--- src/rtl/mem_arb_pkg.sv ---
// Shared helpers and inactive-level constants for the round-robin memory arbiter.
package mem_arb_pkg;

   function automatic int clog2(input int n);
      int r;
      r = 0;
      for (int i = 0; i < 31; i++) begin
         if ((1 << i) < n) r = i + 1;
      end
      return r;
   endfunction

   // Index width never collapses to zero bits, so NPORTS=1 still has a 1-bit id.
   function automatic int idw(input int n);
      return (clog2(n) < 1) ? 1 : clog2(n);
   endfunction

   localparam logic EN_OFF = 1'b1;
   localparam logic WR_OFF = 1'b1;

endpackage

--- src/rtl/mem_arbiter_rr_pick.sv ---
// Request vector + fairness pointer -> one-hot grant, grant index and any-grant flag.
module rr_pick
   import mem_arb_pkg::*;
#(
   parameter int NPORTS     = 4,
   parameter int IDW        = 2,
   parameter bit FIXED_PRIO = 1'b0
) (
   input  logic [NPORTS-1:0] req_i,
   input  logic [IDW-1:0]    ptr_i,
   output logic [NPORTS-1:0] gnt_o,
   output logic [IDW-1:0]    idx_o,
   output logic              any_o
);

   localparam logic [IDW:0] NP = (IDW+1)'(NPORTS);

   logic [IDW-1:0]    shamt;
   logic [NPORTS-1:0] rot;
   logic [IDW-1:0]    off;
   logic [IDW:0]      sum;

   // Rotating the doubled vector puts the pointer's port at bit 0; fixed mode rotates by zero.
   assign shamt = FIXED_PRIO ? '0 : ptr_i;
   assign rot   = NPORTS'({req_i, req_i} >> shamt);

   always_comb begin
      off   = '0;
      any_o = 1'b0;
      for (int k = NPORTS - 1; k >= 0; k--) begin
         if (rot[k]) begin
            off   = IDW'(k);
            any_o = 1'b1;
         end
      end
   end

   always_comb begin
      sum = {1'b0, off} + {1'b0, shamt};
      if (sum >= NP) sum = sum - NP;
   end

   assign idx_o = sum[IDW-1:0];
   assign gnt_o = any_o ? (NPORTS'(1) << idx_o) : '0;

endmodule

--- src/rtl/mem_arbiter_rr.sv ---
// N-port round-robin arbiter in front of one single-ported synchronous data memory,
// with per-port stall and per-port read-return pulses.
module mem_arbiter_rr
   import mem_arb_pkg::*;
#(
   parameter int NPORTS      = 4,
   parameter int PORTW       = 32,
   parameter int ADDRWIDTH   = 15,
   parameter int MEM_LATENCY = 1,
   parameter bit FIXED_PRIO  = 1'b0
) (
   input  logic                        clk,
   input  logic                        rstx,
   input  logic [NPORTS*PORTW-1:0]     d_in,
   input  logic [NPORTS*ADDRWIDTH-1:0] addr_in,
   input  logic [NPORTS-1:0]           en_x_in,
   input  logic [NPORTS-1:0]           wr_x_in,
   input  logic [NPORTS*PORTW-1:0]     bit_wr_x_in,
   output logic [PORTW-1:0]            d,
   output logic [ADDRWIDTH-1:0]        addr,
   output logic                        en_x,
   output logic                        wr_x,
   output logic [PORTW-1:0]            bit_wr_x,
   input  logic [PORTW-1:0]            q,
   output logic [PORTW-1:0]            q_out,
   output logic [NPORTS-1:0]           q_valid,
   output logic [NPORTS-1:0]           busy
);

   localparam int             IDW  = idw(NPORTS);
   localparam logic [IDW-1:0] LAST = IDW'(NPORTS - 1);

   logic [NPORTS-1:0] req;
   logic [NPORTS-1:0] gnt;
   logic [IDW-1:0]    idx;
   logic              any;
   logic              gnt_v;
   logic [IDW-1:0]    ptr_d, ptr_q;
   logic [MEM_LATENCY-1:0] rv_q;
   logic [IDW-1:0]         rid_q [MEM_LATENCY];

   // A master holds en_x_in low until it sees busy low in the same cycle; that cycle is its
   // transfer. A read's data arrives MEM_LATENCY cycles later, flagged by its q_valid bit.
   assign req = ~en_x_in;

   rr_pick #(
      .NPORTS     (NPORTS),
      .IDW        (IDW),
      .FIXED_PRIO (FIXED_PRIO)
   ) u_pick (
      .req_i (req),
      .ptr_i (ptr_q),
      .gnt_o (gnt),
      .idx_o (idx),
      .any_o (any)
   );

   // Memory side stays inactive for the whole reset, even with requests pending.
   assign gnt_v = any & rstx;

   always_comb begin
      d        = d_in[PORTW-1:0];
      addr     = addr_in[ADDRWIDTH-1:0];
      en_x     = EN_OFF;
      wr_x     = WR_OFF;
      bit_wr_x = '1;
      if (gnt_v) begin
         for (int p = 0; p < NPORTS; p++) begin
            if (gnt[p]) begin
               d        = d_in[p*PORTW +: PORTW];
               addr     = addr_in[p*ADDRWIDTH +: ADDRWIDTH];
               en_x     = 1'b0;
               wr_x     = wr_x_in[p];
               bit_wr_x = bit_wr_x_in[p*PORTW +: PORTW];
            end
         end
      end
   end

   always_comb begin
      ptr_d = ptr_q;
      if (gnt_v) ptr_d = (idx == LAST) ? '0 : idx + 1'b1;
   end

   always_ff @(posedge clk or negedge rstx) begin
      if (!rstx) begin
         ptr_q <= '0;
         rv_q  <= '0;
         for (int i = 0; i < MEM_LATENCY; i++) rid_q[i] <= '0;
      end else begin
         ptr_q    <= ptr_d;
         rv_q[0]  <= gnt_v & wr_x;
         rid_q[0] <= idx;
         for (int i = 1; i < MEM_LATENCY; i++) begin
            rv_q[i]  <= rv_q[i-1];
            rid_q[i] <= rid_q[i-1];
         end
      end
   end

   assign q_out   = q;
   assign q_valid = NPORTS'(rv_q[MEM_LATENCY-1]) << rid_q[MEM_LATENCY-1];
   assign busy    = rstx ? (req & ~gnt) : '0;

endmodule

--- config.mk ---
export PLATFORM = sky130hd
export DESIGN_NAME = mem_arbiter_rr
export DESIGN_NICKNAME = d
export VERILOG_FILES = /design/src/rtl/mem_arb_pkg.sv /design/src/rtl/mem_arbiter_rr_pick.sv /design/src/rtl/mem_arbiter_rr.sv
export SDC_FILE = /design/constraint.sdc
export NUM_CORES = 1
export LEC_CHECK = 0
export CORE_AREA = 10 10 177 179
export DETAILED_ROUTE_END_ITERATION = 10
export DIE_AREA = 0 0 187 189
export PLACE_DENSITY = 0.48
export SYNTH_ARGS = -nofsm -noshare
export SYNTH_HDL_FRONTEND = slang
export SYNTH_SLANG_ARGS = --single-unit
--- constraint.sdc ---
create_clock -name clk -period 4.15 [get_ports clk]
set_input_delay 0.83 -clock clk [delete_from_list [all_inputs] [get_ports clk]]
set_output_delay 0.83 -clock clk [all_outputs]
set_load 0.01 [all_outputs]
=== After elaboration in Yosys (flattened, before gate mapping) ===
Cells that the tools add are included.
W data, S select, Z words.

* Logic and storage cells: 51
* Output and inout port bits: 121
* Register bits after elaboration: 5
* Input bits: 358

* Shifts and indexed selects: 3
* Bitwise logic cells: 5
* Add/sub/neg operators: 3
* Mux-type cells: 35
* Order comparisons: 1
* Equal/unequal tests: 1

{| class="wikitable"
|+ Operator list
! operator !! number
|-
| $mux W32 || 9
|-
| $mux W15 || 4
|-
| $mux W1 || 14
|-
| $mux W2 || 6
|-
| $mux W4 || 2
|-
| $not A4 Y4 || 2
|-
| $shr A8 B2 Y4 || 1
|-
| $and A4 B4 Y4 || 1
|-
| $shl A1 B2 Y4 || 1
|-
| $shl A1 B2 Y4 const A || 1
|-
| $add A2 B2 Y3 || 1
|-
| $ge A3 B3 Y1 const B || 1
|-
| $add A2 B1 Y2 const B || 1
|-
| $and A1 B1 Y1 || 2
|-
| $eq A2 B2 Y1 const B || 1
|-
| $sub A2 B1 Y2 const B || 1
|}

=== Logic depth before layout (Yosys ltp) ===
* Depth after elaboration: 17
* Gate-level depth with buffers: 16
* Depth with buffers taken out: 12

=== By module ===
Synthesis repeated with hierarchy kept, for this count alone.

* Cell total of the unflattened synthesis: 438
* Area total of the unflattened synthesis: 3110.5 µm²

{| class="wikitable"
|+ By module, submodules not included
! module !! instances !! cells an instance !! area each (µm²)
|-
| mem_arbiter_rr || 1 || 400 || 2840.2
|-
| rr_pick || 1 || 38 || 270.3
|}

=== Worst setup path before layout ===
Ideal clock, no wire load.

* Kind: input to output
* From: input port en_x_in[3]
* To: output port bit_wr_x[4]
* Path slack: 0.148 ns
* Buffers on the path: 2
* Arrival: 3.172 ns
* Stages on the path: 13
* Cells stage by stage: buf_4 -> nand2b_1 -> o221ai_1 -> o21ai_0 -> nand3_1 -> ha_1 -> xor2_1 -> xor2_1 -> ha_1 -> buf_6 -> or3b_1 -> a221oi_1 -> o21ai_1

* Longest elaborated chain between the ends: 16

{| class="wikitable"
|+ RTL lines
! element !! line !! source
|-
| start, declared || mem_arbiter_rr.sv:16 || <nowiki>input logic [NPORTS-1:0] en_x_in,</nowiki>
|-
| $not A4 Y4 (*) || mem_arbiter_rr.sv:44 || <nowiki>assign req = ~en_x_in;</nowiki>
|-
| $shr A8 B2 Y4 (*) || mem_arbiter_rr_pick.sv:25 || <nowiki>assign rot = NPORTS'({req_i, req_i} >> shamt);</nowiki>
|-
| $mux W2 (4 in series) || mem_arbiter_rr_pick.sv:31 || <nowiki>if (rot[k]) begin</nowiki>
|-
| $add A2 B2 Y3 || mem_arbiter_rr_pick.sv:39 || <nowiki>sum = {1'b0, off} + {1'b0, shamt};</nowiki>
|-
| $ge A3 B3 Y1 or $sub A2 B1 Y2 (tied branches) || mem_arbiter_rr_pick.sv:40 || <nowiki>if (sum >= NP) sum = sum - NP;</nowiki>
|-
| $mux W2 || mem_arbiter_rr_pick.sv:40 ||
|-
| $shl A1 B2 Y4 || mem_arbiter_rr_pick.sv:44 || <nowiki>assign gnt_o = any_o ? (NPORTS'(1) << idx_o) : '0;</nowiki>
|-
| $mux W4 || mem_arbiter_rr_pick.sv:44 ||
|-
| $mux W32 (4 in series) || mem_arbiter_rr.sv:69 || <nowiki>if (gnt[p]) begin</nowiki>
|-
| $mux W32 (*) || mem_arbiter_rr.sv:67 || <nowiki>if (gnt_v) begin</nowiki>
|-
| end, declared || mem_arbiter_rr.sv:23 || <nowiki>output logic [PORTW-1:0] bit_wr_x,</nowiki>
|}

Every way passes the cells marked *; elsewhere a longest branch is shown, timed or not.

=== Final worst setup path ===
* From: input port en_x_in[1]
* To: output port bit_wr_x[7]

Same word-level chain as after synthesis.

==> run summary <==
The class of the most critical hold timing path is flip-flop to flip-flop. Placed cell count: 1415. The start point of the worst min-delay path was ptr_q[1]$_DFFE_PN0P_.

After detailed routing, the number of vias per cell comes to 4.63. The fraction of the yosys area taken by sequential cells came out at 0.0311. The logs give 5 for the number of sinks driven by the clock tree and 230 ps for the clock network latency to the later pin of the worst-skew pair. Starting density of the core: 0.146. 479 I/O pins were placed.

The maximum number of buffers from clock root to sink came out at 2. The routed layout has 6747 vias. Count of cells along the worst hold path: 3.

Share of the core filled with cells in the final layout: 0.363. TritonCTS built the clock tree. Number of antenna violations at the first check in global routing: 1. Dividing total power by cell area gives a power density of 1190 mW/mm^2. Horizontal die dimension: 187 um. Port buffering added 414 buffers. Traced cell by cell, the critical path runs through buf_8, buf_6, a211o_1, nand3_2, ha_4, xor2_4, xor2_2, buf_4, ha_4, buf_12, buf_8, or3b_4, a221oi_2, o21ai_1, buf_2.

The max capacitance violation total was 0; the buffering stage count on the worst path with inverters included was 6. The run gives 4 as the length of the first detailed-routing pass in iterations. Launching point of the worst reg2reg path: ptr_q[0]$_DFFE_PN0P_. The tools report the count of pins over their slew limit as 0.

The first global-routing pass estimated 45800 um of wire. Registers take 125 um^2. Setup repair after global routing could not meet its margin everywhere. The setup slack on the worst flop-to-flop path was 1420 ps; the static leakage was 3.92 nW. Dividing the synthesized area by the synthesized cell count gives 6.20 um^2.

For the count of warnings emitted by yosys, the log shows 0. For hold timing, the worst endpoint is ptr_q[1]$_DFFE_PN0P_. The worst register-to-register path ends at rv_q$_DFF_PN0_.

The type of the worst setup path was input pin to output port. The worst setup path is launched from an input pin. Hold timing on the final database bottoms out at a slack of 814 ps. The multi-input combinational cells in the finished layout cover a total of 0.00378 mm^2.

The post-detailed-placement half-perimeter wirelength is 23900 um. The area growth from synthesis to layout is 149%. Post-synthesis net count: 1012. The checks that failed: negative setup slack. The root cell of the clock tree was clkbuf_16. For the worst setup path, the data arrival time is 3430 ps. The overall global routing resource usage was 0.166.

The family with the most delay on the worst path is buffers and inverters. The final critical delay including setup and external delays is 4260 ps. For the total number of H-tree levels, the log shows 1. STA puts the critical path data required time at 3320 ps.

The final cycle utilization of the critical path was 1.03. In the synthesized netlist the dominant register cell turns out to be dfrtp_1. In the final routed layout, each cell accounts on average for 22.6 um. The synthesized netlist contains 42 unique library cells.

The length in cells of the worst reg-to-reg path is 15. For the pin with the worst max-slew slack, the measured transition is 375 ps. The final layout contains 1441 nets. Buffers inserted to repair hold after CTS numbered 0.

The final setup violation count is 43. For the count of endpoints failing hold in the final timing report, the log shows 0. The final cell count without fillers is 1456, and the tightest slew margin relative to the limit is 0.750. In this run the worst path has a maximum fanout of 8.

After synthesis the netlist holds a flip-flop and latch count of 5. For the maximum clock frequency, the log shows 235 MHz. Via count of the first global-routing pass: 7166. The clock transition at the registers of the reported paths was 30 ps. Routability-driven placement finished with a final weighted congestion of 0.818. The floorplan die area is 0.0353 mm^2. The run gives 3 as the number of buffers created by CTS. The tools report the layout filler cell count as 2942. The slowest cell on the critical path is or3b_4. The worst setup path is captured at an output port. Layout cell share with drive strength beyond 1: 0.336.

After synthesis the cells add up to 0.00402 mm^2. The worst-case vdd ir drop was 0.483 mV. Timing analysis after detailed placement gives a worst setup slack of -918 ps. The number of flops mapped to enable cells by yosys is 0. The flow ran to the end, but the final reports show violations. The tools report the gate count of the mapped netlist as 649.

The proportion of register bits with asynchronous set or reset after synthesis was 1.00. After floorplanning, the core was divided into 61 placement rows. The placeable core region was 0.0276 mm^2. Entering global routing, the biggest net connects 44 pins. The tools report the worst clock skew as 1.01 ps. The logs give 0 for the remaining global-route overflow and 32900 um for the final wirelength. The initial detailed-routing violation count was 215.

In this run the vertical extent of the chip is 189 um. Smallest setup slack after layout: -108 ps. The post-route antenna net violation count came out at 0. The stage delay of the slowest cell on the critical path works out to 380 ps.

After detailed routing, the number of remaining DRC violations is 0.
==> final cells by class <==
class,count,area share
Sequential cell,5,0.0125
Timing Repair Buffer,530,0.524
Tap cell,378,0.0471
Inverter,80,0.0312
Clock buffer,4,0.00785
Multi-Input combinational cell,458,0.377
Antenna cell,1,0.000249
==> stage by stage <==
| step | TNS, ps | cell area, um^2 | total power, W |
|---|---|---|---|
| after global placement | -69300 | 8810 | 0.00911 |
| after CTS | -2140 | 9500 | 0.0108 |
| after floorplan | 0 | 4020 | 0.00475 |
| after global routing | -12230 | 10000 | 0.0128 |
| final | -2170 | 10000 | 0.0120 |
| after detailed placement | -68240 | 8810 | 0.00909 |
==> placed cells by master (no fill, tap or decap), drive strengths merged, types with 2 or more instances in the layout <==
cell and count:
nand2 10, a211oi 3, nor2b 4, buf 189, nor3b 51, or3 2, nand2b 3, or3b 31
dfrtp 5, o31ai 2, nor2 40, bufbuf 4, o21ai 36, clkbuf 9, xor2 2, a221oi 32
ha 5, clkdlybuf4s15 2, clkdlybuf4s50 328, a21oi 127, nand4 2, nand3 5, o22ai 92, inv 79
o21bai 2
==> synth_stat cells, types with 2 or more instances <==
cell type	n	area [um^2]
xor2_1	2	17.5
a221oi_2	12	180
or3b_1	31	272
buf_2	29	145
o21bai_1	2	15.0
clkbuf_2	3	15.0
nor3b_1	51	383
o21ai_0	7	35.0
nor2b_1	4	25.0
nand2_1	10	37.5
buf_4	36	270
or3_1	2	12.5
inv_1	78	293
nor2_1	39	146
nand3_1	5	25.0
a211oi_1	2	15.0
dfrtp_1	5	125
a21oi_1	127	636
a221oi_1	20	175
o22ai_1	92	576
o21ai_1	29	145
clkbuf_1	24	90.1
o31ai_1	2	15.0
buf_6	13	146
ha_1	5	62.6
nand2b_1	3	18.8
==> tightest hold or removal path, stage by stage, from the launching register on <==
cell     delay [ps]
dfrtp_1         450
buf_4           200
nand2_1          50
nand2_1          60
==> report_power, final <==
| group | internal (W) | switching, W | total, W | leakage [nW] |
|---|---|---|---|---|
| Combinational | 0.00599 | 0.00570 | 0.0117 | 3.82 |
| Clock | 0.000128 | 0.0000344 | 0.000162 | 0.0382 |
| Sequential | 0.0000755 | 0.0000330 | 0.000108 | 0.0610 |
==> kinds of logic after synthesis <==
| kind of cell | Yosys count | share of synthesized area |
|---|---|---|
| buffers and inverters | 186 | 0.244 |
| AND/OR/NAND/NOR | 154 | 0.250 |
| XOR/XNOR | 3 | 0.00653 |
| flip-flops | 5 | 0.0311 |
| AO/OA/AOI/OAI | 296 | 0.453 |
| adder cells (fa/ha/maj) | 5 | 0.0155 |
==> worst max path at each step <==
stage,from,to,slack [ps],depth (start not counted)
global route,en_x_in[1],bit_wr_x[1],-240,15
CTS,en_x_in[1],bit_wr_x[12],-110,16
global placement,en_x_in[2],addr[0],-930,15
detailed placement,en_x_in[3],addr[0],-920,15
floorplan,en_x_in[3],bit_wr_x[4],150,13
finish,en_x_in[1],bit_wr_x[7],-110,15
==> layer usage <==
layer | vias up | GRT usage | routed length (um)
li1 | 3207 | - | -
met1 | 3135 | 0.176 | 12400
met2 | 355 | 0.305 | 16900
met3 | 50 | 0.0502 | 2540
met4 | 0 | 0.0583 | 1070
met5 | - | 0 | 0
==> sequential cells by signal, summed over array words and instances, names as in the netlist <==
name,cells
ptr_q,2
rid_q,2
rv_q,1
==> repair_timing <==
action / CTS / global route
endpoints found under the setup margin: 84 / 83
buffers inserted: 18 / 7
resized for setup: 421 / 118
pin swaps: 93 / 76
gates cloned: 12 / 4
Power figures use the tool's default switching activity.
